===== config.mk =====
export PLATFORM = sky130hd
export DESIGN_NAME = rr_arbiter8
export DESIGN_NICKNAME = d
export VERILOG_FILES = /design/src/rtl/arb_pkg.sv /design/src/rtl/rr_pick8.sv /design/src/rtl/rr_arbiter8.sv
export SDC_FILE = /design/constraint.sdc
export NUM_CORES = 1
export LEC_CHECK = 0
export BUFFER_PORTS_ARGS = -buffer_cell sky130_fd_sc_hd__buf_2
export CAP_MARGIN = 20
export CORE_AREA = 2 2 122 124
export CTS_CLUSTER_SIZE = 8
export DETAILED_ROUTE_END_ITERATION = 8
export DIE_AREA = 0 0 124 126
export SLEW_MARGIN = 0
export SYNTH_ARGS = -nofsm -noshare
export SYNTH_HDL_FRONTEND = slang
export SYNTH_SLANG_ARGS = --single-unit

===== constraint.sdc =====
create_clock -name clk -period 7.3 [get_ports clk]
set_input_delay 0.365 -clock clk [delete_from_list [all_inputs] [get_ports clk]]
set_output_delay 0.365 -clock clk [all_outputs]
set_load 0.03 [all_outputs]

===== src/rtl/arb_pkg.sv =====
// -----------------------------------------------------------------------------
// arb_pkg
// Shared constants and types for the 8-requester round-robin arbiter.
//   N_REQ  number of requesters (fixed at 8)
//   SEL_W  width of a requester index (3)
//   DW     data width of each requester word and of the output word (32)
//   arb_state_e  arbiter FSM encoding: IDLE=1'b0, GRANT=1'b1
//   sel_onehot() expands a requester index into an N_REQ-bit one-hot mask
// -----------------------------------------------------------------------------
package arb_pkg;

   localparam int N_REQ = 8;
   localparam int SEL_W = 3;
   localparam int DW    = 32;

   typedef enum logic {
      IDLE  = 1'b0,
      GRANT = 1'b1
   } arb_state_e;

   function automatic logic [N_REQ-1:0] sel_onehot(input logic [SEL_W-1:0] sel);
      logic [N_REQ-1:0] mask;
      mask = {{(N_REQ-1){1'b0}}, 1'b1};
      sel_onehot = mask << sel;
   endfunction

endpackage


===== src/rtl/rr_pick8.sv =====
// -----------------------------------------------------------------------------
// rr_pick8
// Combinational rotating priority encoder for eight requesters. The search
// starts one position above 'base' (the last granted index) and wraps 7 -> 0,
// so 'base' itself is the lowest-priority candidate. That ordering lets the
// same encoder serve both the idle pick and the re-pick after a transfer: the
// requester just served only wins again when nobody else is asking.
// Ports:
//   request  in  8  request vector, bit i = requester i
//   base     in  3  last granted index; search begins at base+1
//   index    out 3  chosen requester (0 when nothing found)
//   found    out 1  at least one request bit was set
// -----------------------------------------------------------------------------
module rr_pick8
   import arb_pkg::*;
(
   input  logic [N_REQ-1:0] request,
   input  logic [SEL_W-1:0] base,
   output logic [SEL_W-1:0] index,
   output logic             found
);

   // Walk from the farthest candidate back to the nearest so the nearest
   // set bit above 'base' is the last one written and therefore wins.
   always_comb begin
      logic [SEL_W-1:0] cand;
      index = {SEL_W{1'b0}};
      found = 1'b0;
      cand  = {SEL_W{1'b0}};
      for (int i = N_REQ; i >= 1; i--) begin
         cand = base + SEL_W'(i);
         if (request[cand]) begin
            index = cand;
            found = 1'b1;
         end else begin
            index = index;
            found = found;
         end
      end
   end

endmodule


===== src/rtl/rr_arbiter8.sv =====
// -----------------------------------------------------------------------------
// rr_arbiter8
// Eight-way round-robin arbiter placing one requester at a time on a shared
// DW-bit result bus. A registered 3-bit select names the granted requester;
// the output word is muxed combinationally from that select, so a request
// seen in cycle t is presented downstream in cycle t+1 and no combinational
// path exists from req_valid to out_valid.
//
// Optional feature (macro ARB_LOCK_EN): adds the req_lock port. A transfer
// from a requester whose lock bit is set, and which is still valid, keeps the
// grant on that requester (multi-word bursts such as HI then LO). The default
// build (macro undefined) has no req_lock port and pure round-robin.
//
// Ports:
//   clk        in  1        rising-edge clock
//   rst_n      in  1        asynchronous active-low reset
//   req_valid  in  8        per-requester valid
//   req_data   in  8*DW     requester i data at [i*DW +: DW]
//   req_lock   in  8        grant-hold request (ARB_LOCK_EN only)
//   req_ready  out 8        one-hot transfer acknowledge
//   out_valid  out 1        output word valid (from the FSM register)
//   out_data   out DW       word of the granted requester
//   out_sel    out 3        granted requester index (registered)
//   out_ready  in  1        downstream accept
// -----------------------------------------------------------------------------
module rr_arbiter8
   import arb_pkg::*;
(
   input  logic                clk,
   input  logic                rst_n,
   input  logic [N_REQ-1:0]    req_valid,
   input  logic [N_REQ*DW-1:0] req_data,
`ifdef ARB_LOCK_EN
   input  logic [N_REQ-1:0]    req_lock,
`endif
   output logic [N_REQ-1:0]    req_ready,
   output logic                out_valid,
   output logic [DW-1:0]       out_data,
   output logic [SEL_W-1:0]    out_sel,
   input  logic                out_ready
);

   arb_state_e       state_r;
   arb_state_e       state_nx;
   logic [SEL_W-1:0] sel_r;
   logic [SEL_W-1:0] sel_nx;
   logic [SEL_W-1:0] last_r;
   logic [SEL_W-1:0] last_nx;

   logic [SEL_W-1:0] pick_base_s;
   logic [SEL_W-1:0] pick_idx_s;
   logic             pick_found_s;
   logic             xfer_s;
   logic             lock_hold_s;

   // In GRANT a transfer moves the pointer to sel_r in the same edge, so the
   // re-pick searches from sel_r; in IDLE it searches from last_r.
   always_comb begin
      if (state_r == GRANT) begin
         pick_base_s = sel_r;
      end else begin
         pick_base_s = last_r;
      end
   end

   rr_pick8 u_pick (
      .request (req_valid),
      .base    (pick_base_s),
      .index   (pick_idx_s),
      .found   (pick_found_s)
   );

   assign xfer_s = out_valid & out_ready;

`ifdef ARB_LOCK_EN
   // A locked requester that is still valid keeps the grant across a transfer.
   assign lock_hold_s = req_lock[sel_r] & req_valid[sel_r];
`else
   assign lock_hold_s = 1'b0;
`endif

   // Next-state, next-select and pointer update.
   always_comb begin
      state_nx = state_r;
      sel_nx   = sel_r;
      last_nx  = last_r;
      case (state_r)
         IDLE: begin
            if (pick_found_s) begin
               sel_nx   = pick_idx_s;
               state_nx = GRANT;
            end else begin
               state_nx = IDLE;
            end
         end
         GRANT: begin
            if (xfer_s) begin
               if (lock_hold_s) begin
                  // Burst continues: select and pointer both frozen.
                  state_nx = GRANT;
               end else begin
                  last_nx = sel_r;
                  if (pick_found_s) begin
                     sel_nx   = pick_idx_s;
                     state_nx = GRANT;
                  end else begin
                     state_nx = IDLE;
                  end
               end
            end else if (!req_valid[sel_r]) begin
               // Requester withdrew before being accepted: drop the grant
               // without moving the pointer.
               state_nx = IDLE;
            end else begin
               state_nx = GRANT;
            end
         end
         default: begin
            state_nx = IDLE;
            sel_nx   = {SEL_W{1'b0}};
            last_nx  = {SEL_W{1'b1}};
         end
      endcase
   end

   // State, select and round-robin pointer registers.
   always_ff @(posedge clk or negedge rst_n) begin
      if (!rst_n) begin
         state_r <= IDLE;
         sel_r   <= {SEL_W{1'b0}};
         last_r  <= {SEL_W{1'b1}};
      end else begin
         state_r <= state_nx;
         sel_r   <= sel_nx;
         last_r  <= last_nx;
      end
   end

   assign out_valid = (state_r == GRANT);
   assign out_sel   = sel_r;

   // Output word follows the registered select.
   always_comb begin
      out_data = req_data[sel_r*DW +: DW];
   end

   // Acknowledge only the granted requester, and only when the word moves.
   always_comb begin
      if (xfer_s) begin
         req_ready = sel_onehot(sel_r);
      end else begin
         req_ready = {N_REQ{1'b0}};
      end
   end

endmodule


==> metrics, run 1 <==
status=completed; Syn Nets=533; final hold violation count=0; synthesized instance count=264; worst-case clock buffer depth=2; largest net degree at the start of global routing=75; num ports=311; Post-Synth Simple-Gate Area=0.07271; number of antenna violations at the first check in global routing=8; final number of setup-violating endpoints=0; # Max-Cap Violations=0; PwrDens=488.1 nW/um^2; Setup CP Type=flop to flop; CP Max Fanout=9; Filler cells=1471; Crit. Startpoint=out_valid$_DFF_PN0_; Area Growth Syn to Fin=55.94%; GRT Overall Usage=0.1833; Detailed Routing Iterations Pass 1=4; worst setup path endpoint=out_sel[0]$_DFFE_PN0P_; Async SR Flop Fraction=1.000; Worst-path clk slew=0.04 ns; Netlist cell types=44; final net count=825; Highest Clock Rate=0.2648 GHz; final hold slack=0.4780 ns; cell accounting for the most synthesized area=mux4_2; Seq cells post-synth=7; Syn Std Cell Area=3201 sq um; # Post-CTS Setup Buffers=0; GRT Residual Overflow=0; post-synthesis mux area share=0.7346; footprint of the multi-input gates=2884 sq um; Initial Utilization=0.2236; Avg Cell Area, Syn=12.12 sq um; Worst setup SP type=flop; RSZ-0062 raised after global routing=false; latest clock arrival within the worst-skew pair=0.23 ns; Die H=126 um; CP arrival=3.88 ns; Root Buffer=clkbuf_16; EDFF count, synth=0; first-pass GRT wire length=21920 um; register-to-register setup slack=3.52 ns; Worst Path Required=7.40 ns; WL/cell=20.63 um; Synth Area in Compound Gates=0.07584; Die Wd=124 um; final WL=15330 um; Min-Delay Path Class=flop to flop; post-synthesis xor/xnor area fraction=0.01016; FF-to-FF path depth=9; largest cells by area after synthesis=mux4_2 (51%), mux2_2 (13%), mux2i_1 (7.8%), dfrtp_1 (3.1%), dfstp_2 (2.5%); Final HPWL DP=13090 um; H-tree depth=1; CTS-repair resized insts=0; routability cong.=0.9601; Setup TNS Final=0 ns; share of cells above drive strength 1=0.7982; CTS tree=yes; sequential share of the synthesized area=0.05590; Worst Max-Slew Pin Slew=0.9643 ns; FP Rows=44; Yosys top cell area share=0.5066; Crit. End Element=flop; adder and majority gate portion of the synthesized area=0.007819; PortBufs=310; main combinational cell family by area after synthesis=multiplexers; max-slew violation count=0; routed vias=3786; area occupied by registers=185.2 sq um; period utilization=0.5173; vias in the first global route=3913; CTS Sinks=7; Core ar.=14310 sq um; # DRC=0; skew final=0.002555 ns; TritonCTS Buffers=3; Via-to-Cell Ratio=5.096; Leakage=2.348 nW; Hold Path Depth=2; R2R Path Start=out_valid$_DFF_PN0_; Main synth FF type=dfrtp_1; capturing point of the worst reg2reg path=out_sel[0]$_DFFE_PN0P_; Max rail drop VDD=325.8 uV; Syn. warnings=0; Initial DRC Count=121; ANT nets after route=0; Slew HR=0.3571; die area=15620 sq um; Tmin final=3.777 ns
==> synth_stat cells (2+ instances only) <==
library cell  instances
mux2i_1              25
buf_4                 2
nor2b_1               4
o41ai_1               2
buf_2                 2
inv_1                 4
clkbuf_1             13
o22a_1                2
o211ai_1              3
o21ai_0               7
mux2_2               38
nor2_1               10
mux4_2               72
nor4_1                3
buf_1                 9
a211o_1               2
nand2b_1              3
nand3_1               2
nand2_1              17
dfstp_2               3
nor3_1                4
xnor2_2               2
dfrtp_1               4
or2_2                 2
a211oi_1              3
ha_1                  2
a21oi_1               7
==> stage by stage <==
step | power [mW] | cell area (sq um) | util | worst slack [ns] | instances
CTS | 2.440 | 4981 | 0.3480 | 3.589 | 739
global route | 2.614 | 4984 | 0.3482 | 3.302 | 740
global placement | 2.304 | 4892 | 0.3418 | 3.726 | 734
finish | 2.436 | 4991 | 0.3487 | 3.523 | 743
floorplan | 1.881 | 3201 | - | 3.830 | 264
detailed placement | 2.336 | 4892 | 0.3418 | 3.617 | 734
==> critical path, cell delays in order (launching register included) <==
cell      delay, ns
dfrtp_1        0.52
mux2i_1        0.67
inv_2          0.23
ha_1           0.34
xnor2_2        0.38
mux4_2         0.59
or3_1          0.41
o21bai_2       0.27
nor2b_1        0.20
a21oi_2        0.04
==> report_power, final <==
group,switching (mW),internal [mW]
logic,1.15,1.02
registers,0.108,0.0675
clock network,0.0189,0.0725
total,1.27,1.16
==> per-layer routing <==
layer / part of all wire / GRT usage
met2: 0.49 / 0.3213
met1: 0.40 / 0.2274
met5: 0.0033 / 0
met3: 0.092 / 0.05254
met4: 0.011 / 0.02578
==> cells by family (layout without fill, tap and decap cells) <==
logic type,after synthesis,in the layout
buffers and inverters,32,323
AND/OR/NAND/NOR,48,48
adder cells (fa/ha/maj),2,2
multiplexers,138,138
XOR/XNOR,2,2
AO/OA/AOI/OAI,35,35
other,0,4
flip-flops,7,7
==> layout make-up <==
cell class / count / share of cell area
multi-input combinational: 225 / 0.5778
timing repair buffer: 314 / 0.3174
tap: 184 / 0.04613
sequential: 7 / 0.03710
clock buffer: 4 / 0.01579
inverter: 5 / 0.003760
antenna: 4 / 0.002006
==> cells in the final DEF, fill, tap and decap left out, types with 2 or more instances in the layout <==
cell type | netlist | routed
buf_2 | 2 | 310
mux4_2 | 72 | 72
mux2_2 | 38 | 38
mux2i_1 | 25 | 25
nand2_1 | 17 | 17
nor2_1 | 10 | 10
a21oi_1 | 7 | 7
o21ai_0 | 7 | 7
diode_2 | 0 | 4
inv_1 | 4 | 4
nor3_1 | 4 | 4
nor2b_1 | 4 | 4
nand2b_1 | 3 | 3
nor4_1 | 3 | 3
a211oi_1 | 3 | 3
o211ai_1 | 3 | 3
clkbuf_16 | 0 | 3
dfstp_2 | 3 | 3
buf_4 | 2 | 3
nand3_1 | 2 | 2
or2_2 | 2 | 2
xnor2_2 | 2 | 2
a211o_1 | 2 | 2
o41ai_1 | 2 | 2
o22a_1 | 2 | 2
ha_1 | 2 | 2
dfrtp_2 | 0 | 2
==> state kept, by name, indices dropped and copies added, names as in the netlist <==
signal / count
out_sel: 3
out_valid: 1
last_r: 3
==> repair_timing <==
item / in CTS / in global routing
hold buffers: 1 / 0
setup endpoints to repair: 0 / 0
endpoints found under the hold margin: 4 / 0
==> worst min path at each step <==
stage,startpoint,end,slack [ns]
6_report,last_r[2]$_DFFE_PN1P_,last_r[2]$_DFFE_PN1P_,0.48
2_1_floorplan,rst_n,out_sel[0]$_DFFE_PN0P_,0.07
3_3_place_gp,rst_n,out_sel[0]$_DFFE_PN0P_,0.21
5_1_grt,rst_n,out_sel[2]$_DFFE_PN0P_,0.51
4_1_cts,last_r[2]$_DFFE_PN1P_,last_r[2]$_DFFE_PN1P_,0.48
3_5_place_dp,rst_n,out_sel[0]$_DFFE_PN0P_,0.21
Power figures use the tool's default switching activity.
==> inputs of run 2 (changes only) <==
CORE_AREA = 2 2 119 121   (was 2 2 122 124)
DIE_AREA = 0 0 121 123   (was 0 0 124 126)
clock period = 3.2 ns   (was 7.3 ns; I/O delays follow)
==> metrics, run 2 (synthesis results as in run 1) <==
status=completed; Logic pwr share=0.921 (+0.030); Worst Path Required=3.31 ns (-4.09 ns); Sequential Power Share=0.043 (-0.029); Via-to-Cell Ratio=5.121 (+0.50%); final hold slack=0.2925 ns (-0.1855 ns); sw frac=0.5119 (-0.01102); commonest cells after routing, fill and taps aside=buf_2 (310), mux4_2 (72), mux2_2 (38); largest net degree at the start of global routing=75 (unchanged); Area Growth Syn to Fin=59.58%; worst-case clock buffer depth=2 (unchanged); num ports=311 (unchanged); max-slew violation count=0 (unchanged); crit-path leading delay family=multiplexers; GRT Overall Usage=0.1918 (+0.008466); Root Buffer=clkbuf_16; placed instance count=739 (+0.68%); final net count=835 (+1.2%); PwrDens=1131 nW/um^2 (+130%); Post-Layout Cell Count=752 (+1.2%); Die H=123 um (-2.4%); Design Area, Final=5107 sq um (+2.3%); commonest non-fill, non-tap cell in the layout=buf_2; Area after DPL=4985 sq um (+1.9%); CP arrival=3.11 ns (-0.77 ns); skew final=0.0009767 ns (-0.001579 ns); Detailed Routing Iterations Pass 1=4 (unchanged); routability cong.=0.8500 (-11%); Final Util=0.3752 (+0.02653); latest clock arrival within the worst-skew pair=0.23 ns (about the same); number of antenna violations at the first check in global routing=11 (+3); CTS Sinks=7 (unchanged); register-to-register setup slack=0.20 ns (-3.33 ns); Core ar.=13610 sq um (-4.9%); Worst Max-Slew Pin Slew=0.9296 ns (-0.03473 ns); worst-path cell chain=mux2i_4, buf_4, mux2_2, mux4_2, or3_1, o21bai_2, nor2b_2, a21oi_2; Slew HR=0.3803 (+0.02315); FF-to-FF path depth=8 (-1); Die Wd=121 um (-2.4%); Setup TNS Final=0 ns (unchanged); H-tree depth=1 (unchanged); CP max-delay cell=dfrtp_2; first-pass GRT wire length=21980 um (+0.25%); CTS tree=yes; ANT nets after route=0 (unchanged); Worst-path clk slew=0.03 ns (about the same); Initial Utilization=0.2351 (+0.01153); WL/cell=20.49 um (-0.67%); final number of setup-violating endpoints=0 (unchanged); worst setup margin=0.1964 ns (-3.327 ns); Final HPWL DP=13330 um (+1.8%); RSZ-0062 raised after global routing=false; period utilization=0.9386 (+0.4213); Sw Pwr=2.958 mW (+130%); final hold violation count=0 (unchanged); Tmin final=3.004 ns (-0.7730 ns); power share of the clock group=0.036 (-0.002); GRT Residual Overflow=0 (unchanged); Placement Setup Slack=0.1664 ns (-3.450 ns); share of cells above drive strength 1=0.8106 (+0.01242); Worst setup SP type=flop; die area=14880 sq um (-4.7%); Min-Delay Path Class=primary input to async pin; vias in the first global route=3955 (+1.1%); final WL=15410 um (+0.53%); Max rail drop VDD=457.9 uV (+41%); routed vias=3851 (+1.7%); Crit. End Element=flop; Slowest Stage Delay on Critical Path=0.50 ns (-0.17 ns); capturing point of the worst reg2reg path=out_sel[0]$_DFFE_PN0P_; # Max-Cap Violations=0 (unchanged); R2R Path Start=out_valid$_DFF_PN0_; Initial DRC Count=142 (+17%); Highest Clock Rate=0.3329 GHz (+26%); PortBufs=310 (unchanged); crit path buf inv count=1 (unchanged); TritonCTS Buffers=3 (unchanged); FP Rows=43 (-2.3%); Setup CP Type=flop to flop; CP Max Fanout=7 (-2); cell internal pwr=2.821 mW (+140%); overall power=5.779 mW (+140%); Leakage=2.393 nW (+1.9%); # DRC=0 (unchanged)
## run 2: power by group through the flow
| stage | combinational, mW | sequential (mW) | clock [mW] |
|---|---|---|---|
| after floorplan | 4.14 | 0.237 | 0 |
| after global placement | 5.25 | 0.235 | 0 |
| after detailed placement | 5.29 | 0.244 | 0 |
| after CTS | 5.32 | 0.243 | 0.214 |
| after global routing | 5.73 | 0.263 | 0.218 |
| final | 5.32 | 0.248 | 0.210 |
## run 2: how the worst max path moves through the flow
| stage | startpoint | endpoint | slack [ns] | depth (start not counted) |
|---|---|---|---|---|
| 2_1_floorplan | out_valid$_DFF_PN0_ | out_sel[0]$_DFFE_PN0P_ | 0.05 | 12 |
| 3_5_place_dp | out_valid$_DFF_PN0_ | out_sel[0]$_DFFE_PN0P_ | 0.17 | 9 |
| 5_1_grt | out_valid$_DFF_PN0_ | out_sel[0]$_DFFE_PN0P_ | 0.009 | 8 |
| 3_3_place_gp | out_valid$_DFF_PN0_ | out_sel[0]$_DFFE_PN0P_ | 0.23 | 9 |
| 6_report | out_valid$_DFF_PN0_ | out_sel[0]$_DFFE_PN0P_ | 0.20 | 8 |
| 4_1_cts | out_valid$_DFF_PN0_ | out_sel[0]$_DFFE_PN0P_ | 0.15 | 9 |
## run 2: final cells by class
type | instances | area (sq um)
sequential | 7 | 186.4
timing repair buffer | 324 | 1659
clock buffer | 4 | 78.83
fill | 1392 | 8504
tap | 180 | 225.2
antenna | 7 | 17.52
multi-input combinational | 225 | 2922
inverter | 5 | 18.77
## run 2: worst reg2reg max path, delay by kind of cell, from the launching register on
| kind | cells | cell delay, ns |
|---|---|---|
| buffers and inverters | 1 | 0.21 |
| multiplexers | 3 | 1.25 |
| AND/OR/NAND/NOR | 2 | 0.61 |
| flip-flops | 1 | 0.50 |
| AO/OA/AOI/OAI | 2 | 0.31 |
## run 2: repair_timing
item	in CTS	in global routing
hold endpoints to repair	7	0
gates resized for setup	0	1
buffers inserted	0	1
hold buffers	1	0
endpoints found under the setup margin	0	2
## run 2: metal layers
metal	up-vias	routed length (um)	global-route usage	part of all wire
met4	6	150	0.03561	0.0097
met2	198	7796	0.3311	0.51
li1	1732	-	-	-
met3	18	1578	0.06596	0.10
met5	-	38	0	0.0025
met1	1897	5842	0.2339	0.38
